[src/rtl/data_mem_arbiter_if.sv]
`default_nettype none
// ============================================================================
//  Module   : data_mem_arbiter_if
//  Purpose  : Bundles the two requester handshakes, the CLEAR control and the
//             single-port data memory bus of data_mem_arbiter.
//  Ports    : rN_req/we/addr/wdata   requester -> arbiter (N = 0,1)
//             rN_gnt/rvalid/rdata/err arbiter -> requester
//             clr_start -> arbiter, clr_busy/clr_done <- arbiter
//             mem_A/mem_WD/mem_WE -> memory, mem_RD <- memory
//  Modports : slave  = arbiter side, master = requester/memory side
//  Revision : 1.0  initial release
// ============================================================================
interface data_mem_arbiter_if #(
    parameter int AW = 32
);
    logic          r0_req;
    logic          r0_we;
    logic [AW-1:0] r0_addr;
    logic [31:0]   r0_wdata;
    logic          r0_gnt;
    logic          r0_rvalid;
    logic [31:0]   r0_rdata;
    logic          r0_err;

    logic          r1_req;
    logic          r1_we;
    logic [AW-1:0] r1_addr;
    logic [31:0]   r1_wdata;
    logic          r1_gnt;
    logic          r1_rvalid;
    logic [31:0]   r1_rdata;
    logic          r1_err;

    logic          clr_start;
    logic          clr_busy;
    logic          clr_done;

    logic [AW-1:0] mem_A;
    logic [31:0]   mem_WD;
    logic          mem_WE;
    logic [31:0]   mem_RD;

    modport slave (
        input  r0_req, r0_we, r0_addr, r0_wdata,
        output r0_gnt, r0_rvalid, r0_rdata, r0_err,
        input  r1_req, r1_we, r1_addr, r1_wdata,
        output r1_gnt, r1_rvalid, r1_rdata, r1_err,
        input  clr_start,
        output clr_busy, clr_done,
        output mem_A, mem_WD, mem_WE,
        input  mem_RD
    );

    modport master (
        output r0_req, r0_we, r0_addr, r0_wdata,
        input  r0_gnt, r0_rvalid, r0_rdata, r0_err,
        output r1_req, r1_we, r1_addr, r1_wdata,
        input  r1_gnt, r1_rvalid, r1_rdata, r1_err,
        output clr_start,
        input  clr_busy, clr_done,
        input  mem_A, mem_WD, mem_WE,
        output mem_RD
    );
endinterface
`default_nettype wire

[src/rtl/data_mem_arbiter.sv]
`default_nettype none
// ============================================================================
//  Module   : data_mem_arbiter
//  Purpose  : Round-robin arbiter sharing one single-port data memory between
//             the core (port 0) and debug readout (port 1). Range-checks
//             addresses, returns registered read data one cycle after the
//             grant, and runs a zero-fill CLEAR sequencer that locks out both
//             requesters until the whole memory has been written.
//  Ports    : CLK    clock, rising edge
//             reset  synchronous, active-low
//             bus    data_mem_arbiter_if.slave (requesters, CLEAR, memory)
//  Revision : 1.0  initial release
// ============================================================================
module data_mem_arbiter #(
    parameter int MEM_DEPTH = 100,
    parameter int AW        = 32
) (
    input  wire logic          CLK,
    input  wire logic          reset,
    data_mem_arbiter_if.slave  bus
);
    localparam int CW = (MEM_DEPTH > 1) ? $clog2(MEM_DEPTH) : 1;

    localparam logic [0:0] S_ARB   = 1'b0;
    localparam logic [0:0] S_CLEAR = 1'b1;

    localparam logic [CW-1:0] c_LAST  = CW'(MEM_DEPTH - 1);
    localparam logic [AW-1:0] c_DEPTH = AW'(MEM_DEPTH);

    logic [0:0]    state_q, state_d;
    logic          last_q, last_d;      // port granted at the last contended grant
    logic [CW-1:0] cnt_q, cnt_d;
    logic          done_q, done_d;
    logic          rvalid0_q, rvalid0_d, rvalid1_q, rvalid1_d;
    logic          err0_q, err0_d, err1_q, err1_d;
    logic [31:0]   rdata0_q, rdata0_d, rdata1_q, rdata1_d;

    logic          w_arb, w_in0, w_in1, w_g0, w_g1;

    // Grants are suppressed while reset is low so nothing reaches memory then.
    assign w_arb = reset && (state_q == S_ARB) && !bus.clr_start;
    assign w_in0 = bus.r0_addr < c_DEPTH;
    assign w_in1 = bus.r1_addr < c_DEPTH;
    assign w_g0  = w_arb && bus.r0_req && (!bus.r1_req || last_q);
    assign w_g1  = w_arb && bus.r1_req && (!bus.r0_req || !last_q);

    assign bus.r0_gnt    = w_g0;
    assign bus.r1_gnt    = w_g1;
    assign bus.r0_rvalid = rvalid0_q;
    assign bus.r1_rvalid = rvalid1_q;
    assign bus.r0_rdata  = rdata0_q;
    assign bus.r1_rdata  = rdata1_q;
    assign bus.r0_err    = err0_q;
    assign bus.r1_err    = err1_q;
    assign bus.clr_busy  = (state_q == S_CLEAR);
    assign bus.clr_done  = done_q;

    // Memory bus mux: sequencer, then granted port, else idle zeros.
    always_comb begin
        bus.mem_A  = '0;
        bus.mem_WD = '0;
        bus.mem_WE = 1'b0;
        if (reset && (state_q == S_CLEAR)) begin
            bus.mem_A  = AW'(cnt_q);
            bus.mem_WE = 1'b1;
        end else if (w_g0) begin
            bus.mem_A  = bus.r0_addr;
            bus.mem_WD = bus.r0_wdata;
            bus.mem_WE = bus.r0_we && w_in0;
        end else if (w_g1) begin
            bus.mem_A  = bus.r1_addr;
            bus.mem_WD = bus.r1_wdata;
            bus.mem_WE = bus.r1_we && w_in1;
        end
    end

    always_comb begin
        state_d = state_q;
        last_d  = last_q;
        cnt_d   = cnt_q;
        done_d  = 1'b0;
        case (state_q)
            S_ARB: begin
                if (bus.clr_start) begin
                    state_d = S_CLEAR;
                end
                // Only a contended grant moves the round-robin pointer.
                if (w_g0 && bus.r1_req) begin
                    last_d = 1'b0;
                end
                if (w_g1 && bus.r0_req) begin
                    last_d = 1'b1;
                end
            end
            default: begin
                if (cnt_q == c_LAST) begin
                    cnt_d   = '0;
                    state_d = S_ARB;
                    done_d  = 1'b1;
                end else begin
                    cnt_d = cnt_q + 1'b1;
                end
            end
        endcase

        rvalid0_d = w_g0;
        rvalid1_d = w_g1;
        err0_d    = w_g0 && !w_in0;
        err1_d    = w_g1 && !w_in1;
        rdata0_d  = (w_g0 && !bus.r0_we && w_in0) ? bus.mem_RD : 32'h0;
        rdata1_d  = (w_g1 && !bus.r1_we && w_in1) ? bus.mem_RD : 32'h0;
    end

    always_ff @(posedge CLK) begin
        if (!reset) begin
            state_q   <= S_ARB;
            last_q    <= 1'b1;
            cnt_q     <= '0;
            done_q    <= 1'b0;
            rvalid0_q <= 1'b0;
            rvalid1_q <= 1'b0;
            err0_q    <= 1'b0;
            err1_q    <= 1'b0;
            rdata0_q  <= '0;
            rdata1_q  <= '0;
        end else begin
            state_q   <= state_d;
            last_q    <= last_d;
            cnt_q     <= cnt_d;
            done_q    <= done_d;
            rvalid0_q <= rvalid0_d;
            rvalid1_q <= rvalid1_d;
            err0_q    <= err0_d;
            err1_q    <= err1_d;
            rdata0_q  <= rdata0_d;
            rdata1_q  <= rdata1_d;
        end
    end
endmodule
`default_nettype wire

[src/flat_wrapper.sv]
// flat-port wrapper written by rule: the top's interface ports become plain ports
module data_mem_arbiter_flat 
#(
    parameter int MEM_DEPTH = 100,
    parameter int AW        = 32
)
  (CLK, reset, bus_r0_req, bus_r0_we, bus_r0_addr, bus_r0_wdata, bus_r0_gnt, bus_r0_rvalid, bus_r0_rdata, bus_r0_err, bus_r1_req, bus_r1_we, bus_r1_addr, bus_r1_wdata, bus_r1_gnt, bus_r1_rvalid, bus_r1_rdata, bus_r1_err, bus_clr_start, bus_clr_busy, bus_clr_done, bus_mem_A, bus_mem_WD, bus_mem_WE, bus_mem_RD);
  data_mem_arbiter_if #(.AW(AW)) bus_i ();
  input  wire logic CLK;
  input  wire logic reset;
  input wire logic [$bits(bus_i.r0_req)-1:0] bus_r0_req;
  input wire logic [$bits(bus_i.r0_we)-1:0] bus_r0_we;
  input wire logic [$bits(bus_i.r0_addr)-1:0] bus_r0_addr;
  input wire logic [$bits(bus_i.r0_wdata)-1:0] bus_r0_wdata;
  output wire logic [$bits(bus_i.r0_gnt)-1:0] bus_r0_gnt;
  output wire logic [$bits(bus_i.r0_rvalid)-1:0] bus_r0_rvalid;
  output wire logic [$bits(bus_i.r0_rdata)-1:0] bus_r0_rdata;
  output wire logic [$bits(bus_i.r0_err)-1:0] bus_r0_err;
  input wire logic [$bits(bus_i.r1_req)-1:0] bus_r1_req;
  input wire logic [$bits(bus_i.r1_we)-1:0] bus_r1_we;
  input wire logic [$bits(bus_i.r1_addr)-1:0] bus_r1_addr;
  input wire logic [$bits(bus_i.r1_wdata)-1:0] bus_r1_wdata;
  output wire logic [$bits(bus_i.r1_gnt)-1:0] bus_r1_gnt;
  output wire logic [$bits(bus_i.r1_rvalid)-1:0] bus_r1_rvalid;
  output wire logic [$bits(bus_i.r1_rdata)-1:0] bus_r1_rdata;
  output wire logic [$bits(bus_i.r1_err)-1:0] bus_r1_err;
  input wire logic [$bits(bus_i.clr_start)-1:0] bus_clr_start;
  output wire logic [$bits(bus_i.clr_busy)-1:0] bus_clr_busy;
  output wire logic [$bits(bus_i.clr_done)-1:0] bus_clr_done;
  output wire logic [$bits(bus_i.mem_A)-1:0] bus_mem_A;
  output wire logic [$bits(bus_i.mem_WD)-1:0] bus_mem_WD;
  output wire logic [$bits(bus_i.mem_WE)-1:0] bus_mem_WE;
  input wire logic [$bits(bus_i.mem_RD)-1:0] bus_mem_RD;
  assign bus_i.r0_req = bus_r0_req;
  assign bus_i.r0_we = bus_r0_we;
  assign bus_i.r0_addr = bus_r0_addr;
  assign bus_i.r0_wdata = bus_r0_wdata;
  assign bus_r0_gnt = bus_i.r0_gnt;
  assign bus_r0_rvalid = bus_i.r0_rvalid;
  assign bus_r0_rdata = bus_i.r0_rdata;
  assign bus_r0_err = bus_i.r0_err;
  assign bus_i.r1_req = bus_r1_req;
  assign bus_i.r1_we = bus_r1_we;
  assign bus_i.r1_addr = bus_r1_addr;
  assign bus_i.r1_wdata = bus_r1_wdata;
  assign bus_r1_gnt = bus_i.r1_gnt;
  assign bus_r1_rvalid = bus_i.r1_rvalid;
  assign bus_r1_rdata = bus_i.r1_rdata;
  assign bus_r1_err = bus_i.r1_err;
  assign bus_i.clr_start = bus_clr_start;
  assign bus_clr_busy = bus_i.clr_busy;
  assign bus_clr_done = bus_i.clr_done;
  assign bus_mem_A = bus_i.mem_A;
  assign bus_mem_WD = bus_i.mem_WD;
  assign bus_mem_WE = bus_i.mem_WE;
  assign bus_i.mem_RD = bus_mem_RD;
  data_mem_arbiter #(.MEM_DEPTH(MEM_DEPTH), .AW(AW)) u_core (.CLK(CLK), .reset(reset), .bus(bus_i));
endmodule
[config.mk]
export PLATFORM = sky130hd
export DESIGN_NAME = data_mem_arbiter_flat
export DESIGN_NICKNAME = d
export VERILOG_FILES = /design/src/rtl/data_mem_arbiter_if.sv /design/src/rtl/data_mem_arbiter.sv /design/src/flat_wrapper.sv
export SDC_FILE = /design/constraint.sdc
export NUM_CORES = 1
export LEC_CHECK = 0
export BUFFER_PORTS_ARGS = -buffer_cell sky130_fd_sc_hd__buf_2
export CAP_MARGIN = 5
export CELL_PAD_IN_SITES_DETAIL_PLACEMENT = 0
export CELL_PAD_IN_SITES_GLOBAL_PLACEMENT = 1
export CORE_AREA = 2 2 117 119
export DETAILED_ROUTE_END_ITERATION = 12
export DIE_AREA = 0 0 119 121
export PLACE_DENSITY_LB_ADDON = 0.1
export RECOVER_POWER = 25
export SYNTH_ARGS = -nofsm -noshare
export SYNTH_HDL_FRONTEND = slang
export SYNTH_SLANG_ARGS = --single-unit
[constraint.sdc]
create_clock -name CLK -period 3.36 [get_ports CLK]
set_input_delay 0.672 -clock CLK [delete_from_list [all_inputs] [get_ports CLK]]
set_output_delay 0.672 -clock CLK [all_outputs]
set_load 0.005 [all_outputs]
==> reports/qor.txt, run 1 <==
crit-path leading delay family -> buffers and inverters
Post-CTS Resized -> 0
1st-pass router iterations -> 4
Int Power -> 1.63 mW
Syn Std Cell Area -> 3300 µm²
DR WL/cell -> 16.0 µm
DR iter-0 viols -> 169
Worst Setup SP -> reset
Setup Fix Bufs, Post-CTS -> 0
relative slew slack -> 44.4%
Post-route DRC -> 0
Initial Util -> 25.3%
final core utilization -> 40.0%
Final setup viols -> 0
sequential share of power -> 44.2%
final hold vios -> 0
GPL Wtd Cong -> 0.820
Worst Hold Class -> reg2reg
Yosys warnings -> 0
Max stage delay cell, worst path -> and4_2
arrival time of the worst setup path -> 2.26 ns
data required time at the worst endpoint -> 2.69 ns
outcome -> finished, final reports clean
syn_nets -> 490
Final Critical Period -> 2.93 ns
Clock Path Buffers -> 2
critical path class -> in2out
crit-path max FO -> 47
Reg clk slew, reported paths -> 0.06 ns
Synth top area share -> 47.3%
PwrDens -> 404 nW/µm²
Tot Pwr -> 2.11 mW
Clk pwr share -> 44.6%
first-pass GRT wire length -> 18800 µm
largest net degree at the start of global routing -> 48
Total Wirelength -> 12700 µm
grt peak-use layer -> met2
hold path startpoint -> u_core.cnt_q[6]
Ports -> 304
full die area -> 14400 µm²
row cnt -> 42
#FFs+latches synth -> 78
critical path, cell by cell -> clkbuf_1 -> and4_2 -> buf_12 -> a22o_1 -> buf_2
vias per cell -> 4.66
Maximum Capacitance Violations -> 0
WHS Path Cells -> 2
Slew @ Worst Pin -> 0.827 ns
Post-Place Cell Area -> 4990 µm²
GRT met1 Usage -> 20.9%
share of cells above drive strength 1 -> 48.6%
R2R Path End -> u_core.bus.r1_rdata[31]
Die W -> 119 µm
Comb power frac -> 11.2%
HPWL after DPL -> 9710 µm
Final #Nets -> 781
area grow syn2layout -> 58.5%
hold_buf cts -> 0
Final Slew Violations -> 0
Non-Filler Cell Area, Final -> 5240 µm²
GR Util met2 -> 28.2%
setup_tns -> 0 ns
GR Util met3 -> 3.24%
Final WS setup -> 0.426 ns
via count -> 3692
area of the core -> 13100 µm²
Detail Route Antenna Nets -> 0
Worst path max stage delay -> 0.61 ns
Mapped Cells -> 322
switching share of power -> 23.1%
crit path buf inv count -> 3
leakage -> 2.83 nW
RSZ-0062 raised after global routing -> no
CTS Buf Count -> 9
Worst Skew -> 0.00693 ns
Die Y -> 121 µm
Synth cell types -> 36
initial antenna violation count -> 0
vias in the first global route -> 3524
Tcrit/Tclk final -> 87.3%
# clock sinks -> 78
remaining global-route overflow -> 0
largest cells by area after synthesis -> dfxtp_1 (47%), a22o_1 (15%), and4b_1 (9.7%), and2_1 (6.6%), a222oi_1 (2.1%)
fmax -> 341 MHz
Worst Hold Path EP -> u_core.cnt_q[6]
# diodes -> 0
Port Buf Inserts -> 303
reg2reg path depth -> 5
Crit. End Element -> output pin
Net Sw Power -> 0.488 mW
TritonCTS clock tree -> done
H-tree depth -> 3
Worst R2R Start -> u_core.bus.clr_busy
CTS root buf -> clkbuf_16
maximum vdd drop -> 0.220 mV
Global Route Usage Sum -> 16.7%
CP Launch Type -> input port
register area share after synthesis -> 47.3%
Clk Latency, worst-skew pair -> 0.33 ns
dpl ws -> 0.634 ns
Avg Cell Area, Syn -> 10.3 µm²
Synth area leader -> dfxtp_1
reg-to-reg slack, setup -> 1.32 ns
==> through the flow <==
stage | hold slack (ns) | instances
floorplan | 0.462 | 322
global placement | 0.507 | 778
detailed placement | 0.518 | 778
CTS | 0.529 | 793
global route | 0.555 | 793
finish | 0.531 | 793
==> worst register-to-register path, delay by kind of cell (launching register included) <==
kind	cells	cell delay, ns
AND/OR/NAND/NOR	3	0.99
flip-flops	1	0.32
buffers and inverters	2	0.67
==> state kept, by name, summed over array words and instances, names as in the netlist <==
signal                cells
u_core.bus.r0_rvalid      1
u_core.bus.clr_busy       1
u_core.cnt_q              7
u_core.bus.r1_rvalid      1
u_core.bus.r0_err         1
u_core.bus.r1_err         1
u_core.bus.r0_rdata      32
u_core.bus.r1_rdata      32
u_core.last_q             1
u_core.bus.clr_done       1
==> cell usage in the layout (no fill, tap or decap), drive strengths merged, types with 2 or more instances in the layout <==
| cell | n |
|---|---|
| a21boi | 4 |
| a21oi | 2 |
| a222oi | 7 |
| a22o | 57 |
| and2 | 35 |
| and3 | 4 |
| and4 | 2 |
| and4b | 32 |
| buf | 281 |
| clkbuf | 39 |
| clkinv | 3 |
| clkinvlp | 2 |
| dfxtp | 78 |
| inv | 11 |
| nand2 | 7 |
| nand3 | 4 |
| nand3b | 2 |
| nand4 | 5 |
| nor2 | 8 |
| nor2b | 3 |
| nor3 | 5 |
| nor4 | 11 |
| o21a | 2 |
| o21ai | 3 |
==> layout make-up <==
class / count / area, µm²
multi-input cells: 202 / 1560
flip-flops and latches: 78 / 1560
fillers: 1328 / 7850
clock buffers: 9 / 225
clock inverters: 6 / 63.8
well taps: 176 / 220
inverters: 11 / 41.3
repair buffers: 311 / 1560
==> logic make-up (layout without fill, tap and decap cells) <==
| logic type | after synthesis | after routing | share of synthesized area [%] |
|---|---|---|---|
| adders and majority gates | 1 | 1 | 0.379 |
| DFF | 78 | 78 | 47.3 |
| buffers and inverters | 42 | 337 | 5.45 |
| muxes | 1 | 1 | 0.303 |
| and+or+nand+nor | 119 | 119 | 25.8 |
| xor gates and xnor gates | 1 | 1 | 0.265 |
| AOI/OAI and AO/OA | 80 | 80 | 20.5 |
==> routing by layer <==
layer	vias to the layer above	routed length, µm	share of wire, %
met5	-	0	0
met4	0	291	2.3
met3	19	870	6.9
met2	196	6150	49
met1	1673	5340	42
li1	1804	-	-
==> synth_stat cells (all sizes together) <==
| library cell | n |
|---|---|
| a21boi | 4 |
| a21o | 1 |
| a21oi | 2 |
| a222oi | 7 |
| a22o | 57 |
| a31oi | 1 |
| and2 | 35 |
| and3 | 4 |
| and4 | 2 |
| and4b | 32 |
| buf | 10 |
| clkbuf | 21 |
| dfxtp | 78 |
| ha | 1 |
| inv | 11 |
| mux2i | 1 |
| nand2 | 7 |
| nand3 | 4 |
| nand3b | 2 |
| nand4 | 5 |
| nand4b | 1 |
| nor2 | 8 |
| nor2b | 3 |
| nor3 | 5 |
| nor4 | 11 |
| o21a | 2 |
| o21ai | 3 |
| o22ai | 1 |
| o311a | 1 |
| o311ai | 1 |
| xnor2 | 1 |
==> worst max path at each step <==
stage	to	slack, ns	cells past startpoint
after CTS	bus_mem_A[10]	0.63	5
after global routing	bus_mem_WE	0.26	8
after global placement	bus_mem_A[12]	0.63	5
after floorplan	bus_mem_WE	0.98	6
after detailed placement	bus_mem_A[10]	0.63	5
final	bus_mem_A[15]	0.43	5
==> power groups by stage <==
stage                     Clock [mW]  Sequential (mW)  Combinational (mW)
after floorplan                    0            0.953              0.0795
after global placement             0            0.955               0.239
after detailed placement           0            0.955               0.238
after CTS                      0.967            0.934               0.240
after global routing            1.00            0.934               0.260
final                          0.944            0.934               0.237
(Power assumes the default switching activity.)
==> run 2: changes to the inputs <==
--- a/config.mk
+++ b/config.mk
@@ -6,11 +6,12 @@
 export NUM_CORES = 1
 export LEC_CHECK = 0
-export BUFFER_PORTS_ARGS = -buffer_cell sky130_fd_sc_hd__buf_2
 export CAP_MARGIN = 5
 export CELL_PAD_IN_SITES_DETAIL_PLACEMENT = 0
 export CELL_PAD_IN_SITES_GLOBAL_PLACEMENT = 1
-export CORE_AREA = 2 2 117 119
+export CORE_AREA = 2 2 119 121
 export DETAILED_ROUTE_END_ITERATION = 12
-export DIE_AREA = 0 0 119 121
+export DIE_AREA = 0 0 121 123
+export DONT_BUFFER_PORTS = 1
+export HOLD_SLACK_MARGIN = 0.03
 export PLACE_DENSITY_LB_ADDON = 0.1
 export RECOVER_POWER = 25
==> constraint.sdc (replaced) <==
create_clock -name CLK -period 3.36 [get_ports CLK]
set_input_delay 0.672 -clock CLK [delete_from_list [all_inputs] [get_ports CLK]]
set_output_delay 0.672 -clock CLK [all_outputs]
set_load 0.05 [all_outputs]
==> run 2 against run 1 <==
Against the previous run:
- non-clock buffer count is 293 lower
- critical path depth is 1 lower
- clock skew is 0.0023 ns higher
- sequential share of layout area is 11 points higher
- setup slack better by 0.061 ns
- count of clock-buffer cells in the layout is 2 higher
- largest cell class is now multi-input combinational cells
==> reports/qor.txt, run 2 (synthesis results as in run 1) <==
Die W -> 121 µm (+1.7%)
RSZ-0062 raised after global routing -> no
vias per cell -> 5.30 (+14%)
DR iter-0 viols -> 139 (-18%)
first-pass GRT wire length -> 14900 µm (-21%)
fmax -> 348 MHz (+2.1%)
maximum vdd drop -> 0.217 mV (-1.5%)
vias in the first global route -> 2583 (-27%)
leading cell types in the layout, fill and taps excluded -> dfxtp_1 (78), a22o_1 (57), and2_1 (35)
Tcrit/Tclk final -> 85.5% (-1.8 points)
hold_buf cts -> 0 (unchanged)
Final Slew Violations -> 0 (unchanged)
area of the core -> 13600 µm² (+4.0%)
Crit. End Element -> output pin
share of cells above drive strength 1 -> 11.1% (-38 points)
Maximum Capacitance Violations -> 0 (unchanged)
Non-Filler Cell Area, Final -> 3850 µm² (-26%)
final core utilization -> 28.3% (-12 points)
Final #Nets -> 488 (-38%)
row cnt -> 43 (+2.4%)
# clock sinks -> 78 (unchanged)
GPL Wtd Cong -> 0.793 (-3.4%)
Reg clk slew, reported paths -> 0.06 ns (about the same)
Worst path max stage delay -> 0.73 ns (+0.12 ns)
crit path buf inv count -> 1 (-2)
PwrDens -> 565 nW/µm² (+40%)
Die Y -> 123 µm (+1.7%)
TritonCTS clock tree -> done
Ports -> 304 (unchanged)
Total Wirelength -> 10700 µm (-15%)
Clk Latency, worst-skew pair -> 0.34 ns (about the same)
relative slew slack -> 48.0% (+3.6 points)
outcome -> finished, final reports clean
Clock Path Buffers -> 2 (unchanged)
area grow syn2layout -> 16.7%
arrival time of the worst setup path -> 2.20 ns (-0.06 ns)
Post-CTS Resized -> 0 (unchanged)
Port Buf Inserts -> 0 (-100%)
crit-path leading delay family -> simple AND/OR/NAND/NOR gates
critical path, cell by cell -> nor2_1 -> and4_4 -> a222oi_1 -> inv_1
initial antenna violation count -> 0 (unchanged)
via count -> 2678 (-27%)
Initial Util -> 24.3% (-0.98 points)
Worst Skew -> 0.00922 ns (+0.00228 ns)
leakage -> 1.62 nW (-43%)
# diodes -> 0 (unchanged)
CTS root buf -> clkbuf_16
final hold vios -> 0 (unchanged)
Slew @ Worst Pin -> 0.774 ns (-0.0534 ns)
CP Launch Type -> flip-flop
Detail Route Antenna Nets -> 0 (unchanged)
commonest non-fill, non-tap cell in the layout -> dfxtp_1
CTS Buf Count -> 9 (unchanged)
Tot Pwr -> 2.18 mW (+3.0%)
data required time at the worst endpoint -> 2.69 ns (about the same)
Global Route Usage Sum -> 13.5% (-3.2 points)
full die area -> 14900 µm² (+3.4%)
Final setup viols -> 0 (unchanged)
Max stage delay cell, worst path -> and4_4
Setup Fix Bufs, Post-CTS -> 0 (unchanged)
H-tree depth -> 3 (unchanged)
Final Critical Period -> 2.87 ns (-0.0610 ns)
crit-path max FO -> 69 (+47%)
1st-pass router iterations -> 8 (+4)
critical path class -> reg2out
Post-route DRC -> 0 (unchanged)
remaining global-route overflow -> 0 (unchanged)
setup_tns -> 0 ns (unchanged)
DR WL/cell -> 21.2 µm (+33%)
HPWL after DPL -> 7880 µm (-19%)
largest net degree at the start of global routing -> 70 (+46%)
Worst Hold Class -> in2reg
Post-Place Cell Area -> 3550 µm² (-29%)
[run 2: worst paths after layout]
| path | from | to | slack [ns] | cells after the start |
|---|---|---|---|---|
| worst max-delay path | u_core.bus.clr_busy | bus_mem_A[5] | 0.49 | 4 |
| worst min-delay path | reset | u_core.last_q | 0.40 | 1 |
| worst max register to register | u_core.bus.clr_busy | u_core.bus.r1_rdata[28] | 1.38 | 4 |
| worst min register to register | u_core.cnt_q[6] | u_core.cnt_q[6] | 0.53 | 2 |
[run 2: area by class of cell]
cell class	instances	area, µm²
well taps	180	225
clock buffers	11	233
flip-flops and latches	78	1560
clock inverters	5	82.6
repair buffers	18	148
multi-input cells	202	1560
inverters	11	41.3
fillers	1428	9760
[run 2: report_power, final]
part | leakage [nW] | total, mW | switching [mW] | internal [mW]
sequential | 0.629 | 0.939 | 0.00950 | 0.930
combinational | 0.841 | 0.199 | 0.152 | 0.0475
clock | 0.154 | 1.04 | 0.386 | 0.654
[run 2: metrics by stage]
| step | worst slack, ns | std cells | hold WS [ns] |
|---|---|---|---|
| finish | 0.487 | 505 | 0.404 |
| global route | 0.357 | 505 | 0.388 |
| CTS | 0.541 | 505 | 0.386 |
| detailed placement | 0.597 | 489 | 0.526 |
| global placement | 0.645 | 489 | 0.510 |
| floorplan | 0.341 | 322 | 0.462 |
[run 2: per-layer routing]
metal  global-route usage (%)  routed length (µm)  vias up
met1                     16.7                4410     1270
met3                     5.03                1070       15
li1                         -                   -     1216
met4                     6.98                 295        0
met5                        0                   0        -
met2                     20.5                4920      177
